**config.mk**
```make
export PLATFORM = sky130hd
export DESIGN_NAME = sargantana_icache_refill_flat
export DESIGN_NICKNAME = d
export VERILOG_FILES = /design/src/rtl/sargantana_icache_pkg.sv /design/src/rtl/sargantana_icache_refill_if.sv /design/src/rtl/sargantana_icache_refill.sv /design/src/flat_wrapper.sv
export SDC_FILE = /design/constraint.sdc
export NUM_CORES = 1
export LEC_CHECK = 0
export ABC_AREA = 1
export BUFFER_PORTS_ARGS = -buffer_cell sky130_fd_sc_hd__buf_2
export CORE_AREA = 2 2 283 285
export CTS_CLUSTER_DIAMETER = 80
export DETAILED_ROUTE_END_ITERATION = 10
export DIE_AREA = 0 0 285 287
export PLACE_DENSITY = 0.48
export SKIP_CTS_REPAIR_TIMING = 1
export SYNTH_ARGS = -nofsm -noshare
export SYNTH_HDL_FRONTEND = slang
export SYNTH_SLANG_ARGS = --single-unit
export TNS_END_PERCENT = 10
```
**constraint.sdc**
```tcl
create_clock -name clk_i -period 23.2 [get_ports clk_i]
set_input_delay 2.32 -clock clk_i [delete_from_list [all_inputs] [get_ports clk_i]]
set_output_delay 2.32 -clock clk_i [all_outputs]
set_load 0.005 [all_outputs]
```
**src/rtl/sargantana_icache_pkg.sv**
```systemverilog
// ============================================================================
// Module      : sargantana_icache_pkg
// Description : Shared types and default sizes for the instruction-cache
//               line-refill engine.
// Revision    : 1.0
// ============================================================================
`default_nettype none

package sargantana_icache_pkg;

  localparam int ICACHE_REFILL_BEATS = 4;
  localparam int ICACHE_BEAT_WIDTH   = 128;

  typedef enum logic [2:0] {
    IDLE    = 3'd0,
    REQ     = 3'd1,
    COLLECT = 3'd2,
    RESP    = 3'd3,
    DRAIN   = 3'd4
  } refill_state_t;

endpackage

`default_nettype wire

```
**src/rtl/sargantana_icache_refill_if.sv**
```systemverilog
// ============================================================================
// Module      : sargantana_icache_refill_if
// Description : IFILL request/response and memory read channels of the
//               line-refill engine.
// Revision    : 1.0
// ============================================================================
`default_nettype none

interface sargantana_icache_refill_if #(
  parameter int PADDR_LINE_W = 34,
  parameter int BEAT_W       = 128,
  parameter int N_BEATS      = 4,
  parameter int WAY_W        = 2
);

  logic                        ifill_req_valid_i;
  logic [PADDR_LINE_W-1:0]     ifill_req_paddr_i;
  logic [WAY_W-1:0]            ifill_req_way_i;
  logic                        kill_i;
  logic                        ifill_ready_o;
  logic                        ifill_resp_valid_o;
  logic [BEAT_W*N_BEATS-1:0]   ifill_resp_data_o;
  logic [WAY_W-1:0]            ifill_resp_way_o;
  logic                        mem_req_valid_o;
  logic [PADDR_LINE_W-1:0]     mem_req_addr_o;
  logic                        mem_req_ready_i;
  logic                        mem_resp_valid_i;
  logic [BEAT_W-1:0]           mem_resp_data_i;
  logic                        err_o;

  // Environment side: the cache plus the next memory level.
  modport master (
    output ifill_req_valid_i, ifill_req_paddr_i, ifill_req_way_i, kill_i,
    output mem_req_ready_i, mem_resp_valid_i, mem_resp_data_i,
    input  ifill_ready_o, ifill_resp_valid_o, ifill_resp_data_o, ifill_resp_way_o,
    input  mem_req_valid_o, mem_req_addr_o, err_o
  );

  // Refill engine side.
  modport slave (
    input  ifill_req_valid_i, ifill_req_paddr_i, ifill_req_way_i, kill_i,
    input  mem_req_ready_i, mem_resp_valid_i, mem_resp_data_i,
    output ifill_ready_o, ifill_resp_valid_o, ifill_resp_data_o, ifill_resp_way_o,
    output mem_req_valid_o, mem_req_addr_o, err_o
  );

endinterface

`default_nettype wire

```
**src/rtl/sargantana_icache_refill.sv**
```systemverilog
// ============================================================================
// Module      : sargantana_icache_refill
// Description : Single-outstanding line-refill engine; assembles memory beats
//               into a cache line and drains reads abandoned by a kill.
// Revision    : 1.0
// ============================================================================
`default_nettype none

module sargantana_icache_refill
  import sargantana_icache_pkg::*;
#(
  parameter int PADDR_LINE_W = 34,
  parameter int BEAT_W       = ICACHE_BEAT_WIDTH,
  parameter int N_BEATS      = ICACHE_REFILL_BEATS,
  parameter int WAY_W        = 2
) (
  input  wire logic                  clk_i,
  input  wire logic                  rst_i,
  sargantana_icache_refill_if.slave  bus
);

  localparam int              CNT_W     = $clog2(N_BEATS);
  localparam logic [CNT_W-1:0] LAST_BEAT = CNT_W'(N_BEATS - 1);

  refill_state_t            state;
  refill_state_t            state_d;
  logic [CNT_W-1:0]         beat_cnt;
  logic                     kill_pend;
  logic                     err_q;
  logic [PADDR_LINE_W-1:0]  paddr_q;
  logic [WAY_W-1:0]         way_q;
  logic [BEAT_W-1:0]        line_q [N_BEATS];

  logic                     accept;
  logic                     last_beat;
  logic                     collect_beat;
  logic                     count_beat;
  logic [N_BEATS-1:0]       beat_we;

  assign accept    = (state == IDLE) && bus.ifill_req_valid_i && !bus.kill_i;
  assign last_beat = (beat_cnt == LAST_BEAT);

  // State register
  always_ff @(posedge clk_i or posedge rst_i) begin
    if (rst_i) begin
      state <= IDLE;
    end else begin
      state <= state_d;
    end
  end

  // Next-state logic
  always_comb begin
    state_d = state;
    case (state)
      IDLE: begin
        if (accept) state_d = REQ;
      end
      REQ: begin
        if (bus.mem_req_ready_i) state_d = (kill_pend || bus.kill_i) ? DRAIN : COLLECT;
      end
      COLLECT: begin
        // A kill landing on the final beat leaves nothing to drain.
        if (bus.mem_resp_valid_i && last_beat) state_d = bus.kill_i ? IDLE : RESP;
        else if (bus.kill_i)                   state_d = DRAIN;
      end
      DRAIN: begin
        if (bus.mem_resp_valid_i && last_beat) state_d = IDLE;
      end
      RESP:    state_d = IDLE;
      default: state_d = IDLE;
    endcase
  end

  // Output decode
  always_comb begin
    bus.ifill_ready_o      = 1'b0;
    bus.mem_req_valid_o    = 1'b0;
    bus.ifill_resp_valid_o = 1'b0;
    collect_beat           = 1'b0;
    count_beat             = 1'b0;
    case (state)
      IDLE:    bus.ifill_ready_o      = 1'b1;
      REQ:     bus.mem_req_valid_o    = 1'b1;
      COLLECT: begin
        collect_beat = bus.mem_resp_valid_i;
        count_beat   = bus.mem_resp_valid_i;
      end
      DRAIN:   count_beat             = bus.mem_resp_valid_i;
      RESP:    bus.ifill_resp_valid_o = !bus.kill_i;
      default: ;
    endcase
  end

  always_ff @(posedge clk_i or posedge rst_i) begin
    if (rst_i) begin
      beat_cnt  <= '0;
      kill_pend <= 1'b0;
      err_q     <= 1'b0;
      paddr_q   <= '0;
      way_q     <= '0;
    end else begin
      if (accept) begin
        beat_cnt  <= '0;
        kill_pend <= 1'b0;
        paddr_q   <= bus.ifill_req_paddr_i;
        way_q     <= bus.ifill_req_way_i;
      end else if (count_beat) begin
        beat_cnt  <= beat_cnt + 1'b1;
      end
      if ((state == REQ) && bus.kill_i) kill_pend <= 1'b1;
      // Beats with no read outstanding are a memory-side protocol slip.
      if (bus.mem_resp_valid_i && ((state == IDLE) || (state == REQ))) err_q <= 1'b1;
    end
  end

  assign beat_we = collect_beat ? (N_BEATS'(1) << beat_cnt) : '0;

  for (genvar k = 0; k < N_BEATS; k++) begin : g_line_beat
    always_ff @(posedge clk_i or posedge rst_i) begin
      if (rst_i) begin
        line_q[k] <= '0;
      end else if (beat_we[k]) begin
        line_q[k] <= bus.mem_resp_data_i;
      end
    end
    assign bus.ifill_resp_data_o[k*BEAT_W +: BEAT_W] = line_q[k];
  end

  assign bus.mem_req_addr_o   = paddr_q;
  assign bus.ifill_resp_way_o = way_q;
  assign bus.err_o            = err_q;

endmodule

`default_nettype wire

```
**src/flat_wrapper.sv**
```systemverilog
// flat-port wrapper written by rule: the top's interface ports become plain ports
module sargantana_icache_refill_flat import sargantana_icache_pkg::*;
#(
  parameter int PADDR_LINE_W = 34,
  parameter int BEAT_W       = ICACHE_BEAT_WIDTH,
  parameter int N_BEATS      = ICACHE_REFILL_BEATS,
  parameter int WAY_W        = 2
)
  (clk_i, rst_i, bus_ifill_req_valid_i, bus_ifill_req_paddr_i, bus_ifill_req_way_i, bus_kill_i, bus_mem_req_ready_i, bus_mem_resp_valid_i, bus_mem_resp_data_i, bus_ifill_ready_o, bus_ifill_resp_valid_o, bus_ifill_resp_data_o, bus_ifill_resp_way_o, bus_mem_req_valid_o, bus_mem_req_addr_o, bus_err_o);
  sargantana_icache_refill_if #(.PADDR_LINE_W(PADDR_LINE_W), .BEAT_W(BEAT_W), .N_BEATS(N_BEATS), .WAY_W(WAY_W)) bus_i ();
  input  wire logic clk_i;
  input  wire logic rst_i;
  input wire logic [$bits(bus_i.ifill_req_valid_i)-1:0] bus_ifill_req_valid_i;
  input wire logic [$bits(bus_i.ifill_req_paddr_i)-1:0] bus_ifill_req_paddr_i;
  input wire logic [$bits(bus_i.ifill_req_way_i)-1:0] bus_ifill_req_way_i;
  input wire logic [$bits(bus_i.kill_i)-1:0] bus_kill_i;
  input wire logic [$bits(bus_i.mem_req_ready_i)-1:0] bus_mem_req_ready_i;
  input wire logic [$bits(bus_i.mem_resp_valid_i)-1:0] bus_mem_resp_valid_i;
  input wire logic [$bits(bus_i.mem_resp_data_i)-1:0] bus_mem_resp_data_i;
  output wire logic [$bits(bus_i.ifill_ready_o)-1:0] bus_ifill_ready_o;
  output wire logic [$bits(bus_i.ifill_resp_valid_o)-1:0] bus_ifill_resp_valid_o;
  output wire logic [$bits(bus_i.ifill_resp_data_o)-1:0] bus_ifill_resp_data_o;
  output wire logic [$bits(bus_i.ifill_resp_way_o)-1:0] bus_ifill_resp_way_o;
  output wire logic [$bits(bus_i.mem_req_valid_o)-1:0] bus_mem_req_valid_o;
  output wire logic [$bits(bus_i.mem_req_addr_o)-1:0] bus_mem_req_addr_o;
  output wire logic [$bits(bus_i.err_o)-1:0] bus_err_o;
  assign bus_i.ifill_req_valid_i = bus_ifill_req_valid_i;
  assign bus_i.ifill_req_paddr_i = bus_ifill_req_paddr_i;
  assign bus_i.ifill_req_way_i = bus_ifill_req_way_i;
  assign bus_i.kill_i = bus_kill_i;
  assign bus_i.mem_req_ready_i = bus_mem_req_ready_i;
  assign bus_i.mem_resp_valid_i = bus_mem_resp_valid_i;
  assign bus_i.mem_resp_data_i = bus_mem_resp_data_i;
  assign bus_ifill_ready_o = bus_i.ifill_ready_o;
  assign bus_ifill_resp_valid_o = bus_i.ifill_resp_valid_o;
  assign bus_ifill_resp_data_o = bus_i.ifill_resp_data_o;
  assign bus_ifill_resp_way_o = bus_i.ifill_resp_way_o;
  assign bus_mem_req_valid_o = bus_i.mem_req_valid_o;
  assign bus_mem_req_addr_o = bus_i.mem_req_addr_o;
  assign bus_err_o = bus_i.err_o;
  sargantana_icache_refill #(.PADDR_LINE_W(PADDR_LINE_W), .BEAT_W(BEAT_W), .N_BEATS(N_BEATS), .WAY_W(WAY_W)) u_core (.clk_i(clk_i), .rst_i(rst_i), .bus(bus_i));
endmodule
```
[Word level (Yosys, flattened, before mapping)]
Index checks and enable logic that the tools add are counted.
Storage, ports and cells
  input bits: 170
  flip-flop bits (word level): 555
  word-level logic and storage cells: 52
Operators by class
  reduce and logical (&&, ||, !) cells: 13
  multiplexer cells: 18
  eq/ne operators: 9
  shift-type cells: 1
  add/subtract/negate cells: 1
Operators by type and width (count)
  3-bit two-way mux: 6
  3-bit one-hot mux with 4 select lines: 1
  1-bit two-way mux: 7
  3-bit by 2-bit equality test with 1-bit output (second input constant): 2
  2-bit two-way mux: 3
  1-bit logical AND: 5
  4-bit two-way mux: 1
  2-bit by 1-bit inequality test with 1-bit output (second input constant): 2
  4-bit AND reduction: 1
  2-bit nonzero test: 2
  1-bit by 2-bit left shift with 4-bit output (first input constant): 1
  3-bit by 1-bit equality test with 1-bit output (second input constant): 1
  3-bit equality test (second input constant): 1
  3-bit logical NOT: 1
  3-bit by 2-bit inequality test with 1-bit output (second input constant): 1
  2-bit by 1-bit adder with 2-bit output (second input constant): 1
  2-bit equality test (second input constant): 1
  1-bit logical OR: 2
  2-bit inequality test (second input constant): 1
  2-bit OR reduction: 1
  1-bit logical NOT: 1

[Longest topological paths before layout]
  depth in word-level cells: 5
  mapped depth: 9
  mapped depth without buffers: 8

[Worst setup path after synthesis]
Ideal clock, no wire load.
  path kind: input-to-output
  start: input bus_kill_i
  end: output bus_ifill_resp_valid_o
  path slack: 18.264 ns
  arrival time: 2.616 ns
  cell stages on the path: 1
  required time: 20.880 ns
  path through: nor4_1
Between the ends
  word-level cells in the longest chain between the ends: 2
Ends and longest elaborated chain
  from (decl): line flat_wrapper.sv:16  | input wire logic [$bits(bus_i.kill_i)-1:0] bus_kill_i;
  1-bit logical NOT: line sargantana_icache_refill.sv:90  | RESP: bus.ifill_resp_valid_o = !bus.kill_i;
  1-bit two-way mux: line sargantana_icache_refill.sv:82  | case (state)
  to (decl): line flat_wrapper.sv:21  | output wire logic [$bits(bus_i.ifill_resp_valid_o)-1:0] bus_ifill_resp_valid_o;
Every way passes these cells.

[Worst setup path in the final report]
Ends and elaborated chain as after synthesis.

==> run summary <==
Status: complete, no violations
Register area share after synthesis: 68.1%
Mapped Cells: 1999
DIE AREA: 81800 um2
Detailed Route Iter0 Violations: 1021
Hold Path Class: reg2reg
Final GP Congestion: 0.859
WL/cell: 17.7 um
Most frequent cells in the layout: 721 x buf_2, 640 x nand2_1, 555 x dfrtp_1
Post-Route WL: 66.9 mm
Vias: 16.3k
I/O pins: 722
Min Tclk post-route: 5.12 ns
# setup viols final: 0
Syn_nets: 2173
Unique masters post-synth: 22
Clock Latency Late Sink: 0.59 ns
Hold Startpoint: u_core.bus.err_o
DP Area: 24700 um2
Syn Area/Cell: 10.2 um2
Die W: 285 um
Worst Hold Slack: 0.470 ns
Core Rows: 103
FF-to-FF path depth: 9
Max-slew headroom: 25.8%
WP data arrival: 2.80 ns
Hold Path Cell Cnt: 1
First-pass GRT wire length: 101 mm
Crit. End Element: output port
WP data required: 20.88 ns
DRC Markers: 0
Worst Clk Skew: 0.0327 ns
Clk slew on worst S/H paths: 0.06 ns
Core ar.: 78600 um2
Vias per inst: 4.31
Die H: 287 um
Overall routing resource usage: 15.9%
Vias in the first global route: 16.4k
Final worst-path cycle share: 22.1%
FMAX: 195 MHz
Power Density: 107 nW/um2
Root Buffer: clkbuf_16
Area Overhead vs Synth: 32.1%
Max-slew violations: 0
Global route overflow: 0
Ratio of cells with drive above 1 in the final layout: 31.4%
Number of port buffers: 721
Worst Setup Start Kind: input port
R2r endpoint: u_core.bus.ifill_resp_data_o[285]
DR pass1 iterations: 5
Num CTS Buffers: 67
Maximum number of pins on one net before global-route repair: 156
Ys Warns: 0
Final Hold Viols: 0
Synth Register Bits: 555
CTS H-tree depth: 3
TNS Setup: 0 ns
Slew @ Worst Pin: 1.11 ns
Clock tree buffer depth: 3
CTS tree: yes
Post-DP HPWL: 47.2 mm
Max cap viols: 0
RSZ-0062 raised after global routing: no
Hold path endpoint: u_core.bus.err_o
Initial antenna violation count: 6
Total Nets Final: 2858
Crit-path max FO: 2
Max IR drop VDD: 0.0000521 V
Remaining antenna violation count: 0
Leak: 0.0149 uW
Final Cell Area: 27000 um2
Initial Utilization: 25.9%
Flop2flop setup slack: 19.84 ns
Clock sinks: 555
Syn Std Cell Area: 20400 um2
Most common cell after layout, fill and taps aside: buf_2
Launch point of the worst reg-to-reg path: u_core.state[1]
Setup CP Type: in2out
-- layout make-up --
cell class | count | area (um2)
multi-input cells | 1183 | 5230
flip-flops and latches | 555 | 13900
fillers | 8146 | 51700
repair buffers | 736 | 3750
well taps | 1050 | 1310
clock buffers | 94 | 1980
inverters | 141 | 537
clock inverters | 23 | 256
diodes | 1 | 2.50
-- synth_stat cells --
cell type / n / share of area (%)
buf_6: 27 / 1.5
clkbuf_1: 25 / 0.46
o21ai_0: 143 / 3.5
nor3_2: 1 / 0.049
o21ai_1: 371 / 9.1
nor2_1: 4 / 0.074
a21oi_1: 1 / 0.025
inv_2: 2 / 0.037
buf_4: 24 / 0.88
buf_2: 44 / 1.1
nor2_2: 1 / 0.031
o22ai_1: 1 / 0.031
o21bai_1: 1 / 0.037
nand4_1: 1 / 0.031
nand2_2: 5 / 0.15
nor4_1: 1 / 0.031
ha_1: 4 / 0.25
nand3_1: 5 / 0.12
dfrtp_1: 555 / 68
nand2_1: 641 / 12
inv_1: 139 / 2.6
nor2_4: 3 / 0.17
-- how the worst max path moves through the flow --
stage	startpoint	slack, ns	cells after the start	end
6_report	bus_kill_i	18.08	3	bus_ifill_resp_valid_o
5_1_grt	rst_i	17.90	5	u_core.bus.ifill_resp_data_o[90]
4_1_cts	bus_kill_i	18.08	3	bus_ifill_resp_valid_o
3_5_place_dp	rst_i	17.63	5	u_core.bus.ifill_resp_data_o[344]
3_3_place_gp	rst_i	17.74	5	u_core.bus.ifill_resp_data_o[216]
2_1_floorplan	rst_i	5.36	1	u_core.beat_cnt[0]
-- where the power goes --
part           leakage (uW)  switching (uW)  internal, uW  total [uW]
clock               0.00111             421           633        1050
sequential          0.00760             110          1170        1280
combinational       0.00616             305           239         544
total                0.0149             836          2040        2870
-- through the flow --
stage               cells  util (%)  power [uW]  worst slack (ns)
finish               3783      34.3        2870             18.08
global route         3783      34.3        3050             17.90
CTS                  3782      34.3        2920             18.08
detailed placement   3665      31.4        1850             17.63
global placement     3665      31.4        1830             17.74
floorplan            1999         -        1520              5.36
-- layer usage --
layer | track usage [%] | vias up | wire length, um
li1 | - | 7801 | -
met1 | 19.0 | 7745 | 26600
met2 | 26.4 | 630 | 32000
met3 | 5.47 | 119 | 5990
met4 | 6.24 | 4 | 2320
met5 | 0 | - | 24
-- worst max-delay path: stages --
cell and delay, ns:
buf_2 0.10, nor4_1 0.23, buf_2 0.15
-- registers in the layout, summed over array words and instances, names as in the netlist --
register and count:
u_core.bus.ifill_resp_way_o 2, u_core.bus.ifill_resp_data_o 512, u_core.bus.mem_req_addr_o 34, u_core.bus.err_o 1, u_core.beat_cnt 2, u_core.state 3
u_core.kill_pend 1
-- logic make-up after synthesis --
group	count (synthesis)	synth area share, %
AND/OR/NAND/NOR	662	12.5
flip-flops	555	68.1
AO/OA/AOI/OAI	517	12.7
buffers and inverters	261	6.51
adder cells (fa/ha/maj)	4	0.245
(Power assumes the default switching activity.)
